`config.mk`:
```
export PLATFORM = sky130hd
export DESIGN_NAME = serial_layer_scheduler
export DESIGN_NICKNAME = d
export VERILOG_FILES = /design/src/rtl/serial_sched_pkg.sv /design/src/rtl/serial_lane_feeder.sv /design/src/rtl/serial_layer_scheduler.sv
export SDC_FILE = /design/constraint.sdc
export NUM_CORES = 1
export LEC_CHECK = 0
export CAP_MARGIN = 20
export CORE_MARGIN = 4
export CORE_UTILIZATION = 50
export CTS_CLUSTER_DIAMETER = 50
export CTS_CLUSTER_SIZE = 10
export DETAILED_ROUTE_END_ITERATION = 6
export GPL_TIMING_DRIVEN = 0
export PLACE_DENSITY = 0.74
export SLEW_MARGIN = 0
export SYNTH_ARGS = -nofsm -noshare
export SYNTH_HDL_FRONTEND = slang
export SYNTH_SLANG_ARGS = --single-unit
```
`constraint.sdc`:
```
create_clock -name clk -period 5.31 [get_ports clk]
set_input_delay 1.3275 -clock clk [delete_from_list [all_inputs] [get_ports clk]]
set_output_delay 1.3275 -clock clk [all_outputs]
set_load 0.03 [all_outputs]
```
`src/rtl/serial_sched_pkg.sv`:
```
// Shared types and helpers for the serial layer scheduler.
// The optional WAIT watchdog is enabled by defining SERIAL_SCHED_TIMEOUT_EN.
package serial_sched_pkg;

    typedef enum logic [2:0] {
        ST_IDLE,
        ST_LOAD,
        ST_SHIFT,
        ST_WAIT,
        ST_DONE
    } sched_state_t;

    // Watchdog expires after this many WIDTH-periods in WAIT without core_rdy.
    localparam int WDOG_MULT = 4;

    function automatic int clog2_min1(input int value);
        int r;
        r = 0;
        while ((1 << r) < value) r++;
        return (r < 1) ? 1 : r;
    endfunction

endpackage

```
`src/rtl/serial_lane_feeder.sv`:
```
// N parallel-in / serial-out lanes, LSB first; arithmetic shift keeps the
// sign bit in place so the lanes sign-extend once the word is exhausted.
module serial_lane_feeder #(
    parameter int N     = 2,
    parameter int WIDTH = 8
) (
    input  logic               clk,
    input  logic               rst,
    input  logic               load_i,
    input  logic               shift_i,
    input  logic               hold_sign_i,
    input  logic [N*WIDTH-1:0] par_i,
    output logic [N-1:0]       bit_o
);

    logic [N*WIDTH-1:0] sreg_q;

    always_ff @(posedge clk or posedge rst) begin
        if (rst) begin
            sreg_q <= '0;
        end else if (load_i) begin
            sreg_q <= par_i;
        end else if (shift_i) begin
            for (int k = 0; k < N; k++) begin
                sreg_q[k*WIDTH +: WIDTH] <= $signed(sreg_q[k*WIDTH +: WIDTH]) >>> 1;
            end
        end
    end

    always_comb begin
        bit_o = '0;
        for (int k = 0; k < N; k++) begin
            bit_o[k] = hold_sign_i ? sreg_q[k*WIDTH + WIDTH-1] : sreg_q[k*WIDTH];
        end
    end

endmodule

```
`src/rtl/serial_layer_scheduler.sv`:
```
// Sequences M neurons of a layer through one shared bit-serial neuron core.
// Define SERIAL_SCHED_TIMEOUT_EN to add a WAIT watchdog that emits a zero result.
module serial_layer_scheduler
    import serial_sched_pkg::*;
#(
    parameter int N     = 2,
    parameter int M     = 4,
    parameter int WIDTH = 8,
    parameter int OUT_W = 8,
    parameter int IDX_W = 2
) (
    input  logic               clk,
    input  logic               rst,
    input  logic               w_we,
    input  logic [IDX_W-1:0]   w_addr,
    input  logic [N*WIDTH-1:0] w_data,
    input  logic               layer_start,
    input  logic [N*WIDTH-1:0] in_vec,
    output logic               core_start,
    output logic [N-1:0]       core_inp,
    output logic [N-1:0]       core_w,
    input  logic [OUT_W-1:0]   core_out,
    input  logic               core_rdy,
    output logic               res_valid,
    output logic [IDX_W-1:0]   res_idx,
    output logic [OUT_W-1:0]   res_data,
    output logic               busy,
    output logic               layer_done,
    output logic               err
);

    localparam int              BIT_W    = clog2_min1(WIDTH);
    localparam logic [IDX_W-1:0] LAST_IDX = IDX_W'(M-1);
    localparam logic [BIT_W-1:0] LAST_BIT = BIT_W'(WIDTH-1);

    sched_state_t       state_q;
    logic [IDX_W-1:0]   idx_q;
    logic [BIT_W-1:0]   bit_q;
    logic               core_start_q;
    logic               res_valid_q;
    logic [IDX_W-1:0]   res_idx_q;
    logic [OUT_W-1:0]   res_data_q;
    logic               busy_q;
    logic               done_q;
    logic               err_q;

    logic [N*WIDTH-1:0] in_lat_q;
    logic [N*WIDTH-1:0] w_mem [M];
    logic [N*WIDTH-1:0] w_sel;
    logic [N-1:0]       inp_bits;
    logic [N-1:0]       w_bits;
    logic               feed_en;
    logic               wd_fire;

`ifdef SERIAL_SCHED_TIMEOUT_EN
    localparam int WD_LIMIT = WDOG_MULT * WIDTH;
    localparam int WD_W     = clog2_min1(WD_LIMIT + 1);
    logic [WD_W-1:0] wd_q;

    always_ff @(posedge clk or posedge rst) begin
        if (rst) begin
            wd_q <= '0;
        end else if (state_q == ST_WAIT) begin
            wd_q <= wd_q + 1'b1;
        end else begin
            wd_q <= '0;
        end
    end

    assign wd_fire = (state_q == ST_WAIT) && (wd_q == WD_W'(WD_LIMIT-1));
`else
    assign wd_fire = 1'b0;
`endif

    // Weight store and input latch carry data only; they are never reset.
    always_ff @(posedge clk) begin
        if (w_we && state_q == ST_IDLE && int'(w_addr) < M) begin
            w_mem[w_addr] <= w_data;
        end
    end

    always_ff @(posedge clk) begin
        if (layer_start && state_q == ST_IDLE) begin
            in_lat_q <= in_vec;
        end
    end

    assign w_sel = w_mem[idx_q];

    serial_lane_feeder #(.N(N), .WIDTH(WIDTH)) u_inp_feeder (
        .clk         (clk),
        .rst         (rst),
        .load_i      (state_q == ST_LOAD),
        .shift_i     (state_q == ST_SHIFT),
        .hold_sign_i (state_q == ST_WAIT),
        .par_i       (in_lat_q),
        .bit_o       (inp_bits)
    );

    serial_lane_feeder #(.N(N), .WIDTH(WIDTH)) u_w_feeder (
        .clk         (clk),
        .rst         (rst),
        .load_i      (state_q == ST_LOAD),
        .shift_i     (state_q == ST_SHIFT),
        .hold_sign_i (state_q == ST_WAIT),
        .par_i       (w_sel),
        .bit_o       (w_bits)
    );

    always_ff @(posedge clk or posedge rst) begin
        if (rst) begin
            state_q      <= ST_IDLE;
            idx_q        <= '0;
            bit_q        <= '0;
            core_start_q <= 1'b0;
            res_valid_q  <= 1'b0;
            res_idx_q    <= '0;
            res_data_q   <= '0;
            busy_q       <= 1'b0;
            done_q       <= 1'b0;
            err_q        <= 1'b0;
        end else begin
            core_start_q <= 1'b0;
            res_valid_q  <= 1'b0;
            done_q       <= 1'b0;
            // Any control traffic while a layer is in flight is dropped and flagged.
            if (state_q != ST_IDLE && (layer_start || w_we)) begin
                err_q <= 1'b1;
            end
            case (state_q)
                ST_IDLE: begin
                    if (layer_start) begin
                        idx_q   <= '0;
                        err_q   <= 1'b0;
                        busy_q  <= 1'b1;
                        state_q <= ST_LOAD;
                    end
                end
                ST_LOAD: begin
                    bit_q        <= '0;
                    core_start_q <= 1'b1;
                    state_q      <= ST_SHIFT;
                end
                ST_SHIFT: begin
                    if (bit_q == LAST_BIT) begin
                        state_q <= ST_WAIT;
                    end else begin
                        bit_q <= bit_q + 1'b1;
                    end
                end
                ST_WAIT: begin
                    if (core_rdy || wd_fire) begin
                        res_valid_q <= 1'b1;
                        res_idx_q   <= idx_q;
                        res_data_q  <= core_rdy ? core_out : '0;
                        if (!core_rdy) begin
                            err_q <= 1'b1;
                        end
                        if (idx_q == LAST_IDX) begin
                            state_q <= ST_DONE;
                        end else begin
                            idx_q   <= idx_q + 1'b1;
                            state_q <= ST_LOAD;
                        end
                    end
                end
                ST_DONE: begin
                    done_q  <= 1'b1;
                    busy_q  <= 1'b0;
                    state_q <= ST_IDLE;
                end
                default: state_q <= ST_IDLE;
            endcase
        end
    end

    assign feed_en    = (state_q == ST_SHIFT) || (state_q == ST_WAIT);
    assign core_inp   = feed_en ? inp_bits : '0;
    assign core_w     = feed_en ? w_bits : '0;
    assign core_start = core_start_q;
    assign res_valid  = res_valid_q;
    assign res_idx    = res_idx_q;
    assign res_data   = res_data_q;
    assign busy       = busy_q;
    assign layer_done = done_q;
    assign err        = err_q;

endmodule

```
==> impl_metrics.py, run 1 <==
metrics = {
    "sta": {
        "final_hold_viol_count": 0,
        "fin_crit_ps": 3720,
        "skew_ps": 14.1,
        "finalHoldWorstSlack_ps": 461,
        "final_max_slew_viol_count": 0,
        "setup_tns_ps": 0,
        "slew_headroom_pct": 34.0,
        "rsz0062_at_grt": "false",
        "setup_viol": 0,
        "tightest_slew_ps": 989,
        "max_freq_ghz": 0.269,
        "period_share_pct": 70.1,
    },
    "clocking": {
        "clock_sinks": 135,
        "htreeDepth": 4,
        "cts_made_buffers": 17,
        "cts_tree": "built",
        "post_cts_buffers": 0,
        "cts-root-buf": "clkbuf_8",
        "clk_latency_ps": 520,
        "clk_path_buf_depth": 2,
        "post_cts_resized": 0,
        "ctsHoldBuffers": 0,
        "path_clk_slew_ps": 60,
    },
    "route": {
        "ant_nets": 0,
        "num_vias": 3154,
        "via_per_inst": 5.44,
        "drt_iter0_markers": 200,
        "drtPass1Iterations": 4,
        "wirelength_um": 10800,
        "wl_per_cell_um": 18.6,
        "drc": 0,
    },
    "synth": {
        "ys.flop_type": "edfxtp_1",
        "netlist_area_um2": 5460,
        "syn_avg_cell_area_um2": 15.9,
        "synth_edf_count": 80,
        "yosys_warnings": 0,
        "synth_compound_area_share_pct": 8.98,
        "synth.area.mux_share_pct": 9.94,
        "netlist_instances": 344,
        "synth_fa_ha_area_share_pct": 0.687,
        "ys_ff_latch": 135,
        "synth_xor_xnor_area_share_pct": 0,
        "async_flop_share_pct": 40.7,
        "synth_top_family_by_area": "multiplexers",
        "synth_nets": 394,
        "yosys.area_share.simple_pct": 7.74,
        "seq_area_frac_synth_pct": 69.2,
        "ys_types": 41,
    },
    "worst_setup_path": {
        "worstSetupEndpointType": "primary output",
        "crit_slowest_cell": "clkdlybuf4s50_1",
        "crit_path_end": "core_inp[1]",
        "crit_chain": "buf_6 > clkbuf_1 > nand2b_1 > nor2_1 > clkdlybuf4s50_1",
        "crit_fanout": 10,
        "r2r_cells": 4,
        "reg2reg_from": "state_q[0]",
        "critical_path_class": "reg -> out",
        "crit_start": "state_q[2]",
        "r2r_end": "w_mem[1][13]",
        "reg2reg_setup_slack_ps": 2680,
        "start_kind": "flop",
        "critPathMaxStageDelay_ps": 700,
        "cp_data_arrival_time_ps": 2400,
        "required_ps": 3980,
    },
    "place": {
        "hpwlAfterDp_um": 7100,
        "io_buffers": 65,
        "place.gp.congestion": 0.789,
    },
    "final_layout": {
        "layout_common_cells": "80 x edfxtp_1, 65 x clkdlybuf4s50_1, 55 x dfrtp_1",
        "drive_gt1_share_pct": 20.7,
        "layout_commonest_cell": "edfxtp_1",
        "antenna_cells": 0,
        "syn_to_final_growth_pct": 27.1,
        "finalNetCount": 481,
        "final_core_util_pct": 66.3,
    },
    "floorplanning": {
        "rows": 37,
        "die-area_um2": 12700,
        "start_util_pct": 52.2,
        "io_pins": 66,
        "core-area_um2": 10500,
        "dieWidth_um": 113,
        "die_y_um": 113,
    },
    "global_routing": {
        "grt_use_total_pct": 18.4,
        "antenna_found_initial": 0,
        "grt_first_pass_wirelength_um": 17900,
        "grt_pass1_vias": 3414,
        "grt_max_degree": 40,
        "overflow": 0,
    },
    "run_status": {
        "status": "finished, final reports clean",
    },
    "flow_run": {
        "drv_cap": 0,
    },
    "power": {
        "peakVddDrop_mv": 0.355,
        "cellLeakagePower_nw": 2.72,
        "power.density_nw_per_um2": 560,
    },
    "worst_hold_path": {
        "hold_class": "reg -> reg",
    },
}
-- stage by stage --
step	setup slack [ps]	instances	power [mW]	cell area, µm²
finish	1590	580	3.89	6940
global route	1470	580	4.08	6940
CTS	1560	580	3.92	6940
detailed placement	1490	548	2.72	6330
global placement	283	545	2.68	6280
floorplan	1890	344	2.34	5460
-- cell families after synthesis --
family / Yosys count
compound gates: 65
fa+ha+maj: 3
buf+inv: 27
flops: 135
mux: 33
simple gates: 81
-- Yosys cell counts (2+ instances only) --
library cell,n,area (µm²)
edfxtp_1,80,2400
dfrtp_1,55,1380
nand2_1,38,143
mux4_2,16,360
nand3_1,16,80.1
a21o_1,12,90.1
a22o_1,12,105
o21ai_0,11,55.1
mux2_2,10,113
a22oi_1,8,60.1
buf_2,8,40.0
nor2b_1,8,50.1
a21oi_1,7,35.0
mux2i_1,7,70.1
nor2_1,6,22.5
o211ai_2,6,75.1
inv_1,5,18.8
clkbuf_1,4,15.0
buf_4,3,22.5
buf_6,3,33.8
ha_1,3,37.5
a211oi_1,2,15.0
and2_1,2,12.5
buf_8,2,30.0
nor3b_1,2,15.0
o211ai_1,2,15.0
o31ai_1,2,15.0
-- routing by layer --
metal	vias up	wire length (µm)	share of wire, %	global-route usage [%]
li1	1477	-	-	-
met1	1587	4560	42	23.2
met2	84	5540	51	30.4
met3	6	581	5.4	5.28
met4	0	90	0.84	7.21
met5	-	0	0	0
-- sequential cells by signal, summed over array words and instances (netlist names), 2 cells and up --
| register | cells |
|---|---|
| bit_q | 3 |
| idx_q | 2 |
| in_lat_q | 16 |
| res_data | 8 |
| res_idx | 2 |
| state_q | 3 |
| u_inp_feeder.sreg_q | 16 |
| u_w_feeder.sreg_q | 16 |
| w_mem | 64 |
-- power by group --
group	switching [mW]	internal (mW)
Combinational	0.662	0.578
Clock	0.435	0.756
Sequential	0.116	1.34
-- layout make-up --
type                            instances  area, µm²
Inverter                                6       27.5
Buffer                                 21        161
Tap cell                              136        170
Fill cell                             754       3520
Sequential cell                       135       3780
Multi-Input combinational cell        182       1500
Clock inverter                         10        143
Clock buffer                           22        463
Timing Repair Buffer                   68        693
-- how the worst min path moves through the flow --
| stage | from | endpoint | cells past startpoint |
|---|---|---|---|
| floorplan | in_lat_q[15] | u_inp_feeder.sreg_q[15] | 2 |
| global placement | in_lat_q[7] | u_inp_feeder.sreg_q[7] | 2 |
| detailed placement | in_lat_q[6] | u_inp_feeder.sreg_q[6] | 2 |
| finish | in_lat_q[14] | u_inp_feeder.sreg_q[14] | 2 |
| CTS | in_lat_q[6] | u_inp_feeder.sreg_q[6] | 2 |
| global route | u_inp_feeder.sreg_q[2] | u_inp_feeder.sreg_q[2] | 1 |
-- worst max-delay path, delay by kind of cell (launching register included) --
family                 cells  cell delay, ps
AND/OR/NAND/NOR            2             470
buffers and inverters      3            1040
flip-flops                 1             370
Note: power is estimated with default switching activity, not from simulation.
==> run 2, diff against run 1 <==
==> constraint.sdc (replaced) <==
create_clock -name clk -period 3.9 [get_ports clk]
set_input_delay 0.975 -clock clk [delete_from_list [all_inputs] [get_ports clk]]
set_output_delay 0.975 -clock clk [all_outputs]
set_load 0.03 [all_outputs]
==> results of run 2 <==
The final DEF is identical to that of run 1. Status: finished, final reports clean.
Among the figures that moved: setup slack after placement 1490 ps -> 428 ps; setup slack after layout 1590 ps -> 528 ps; register-to-register setup slack 2680 ps -> 1270 ps; total power 3.89 mW -> 5.29 mW; worst IR drop on VDD 0.355 mV -> 0.483 mV
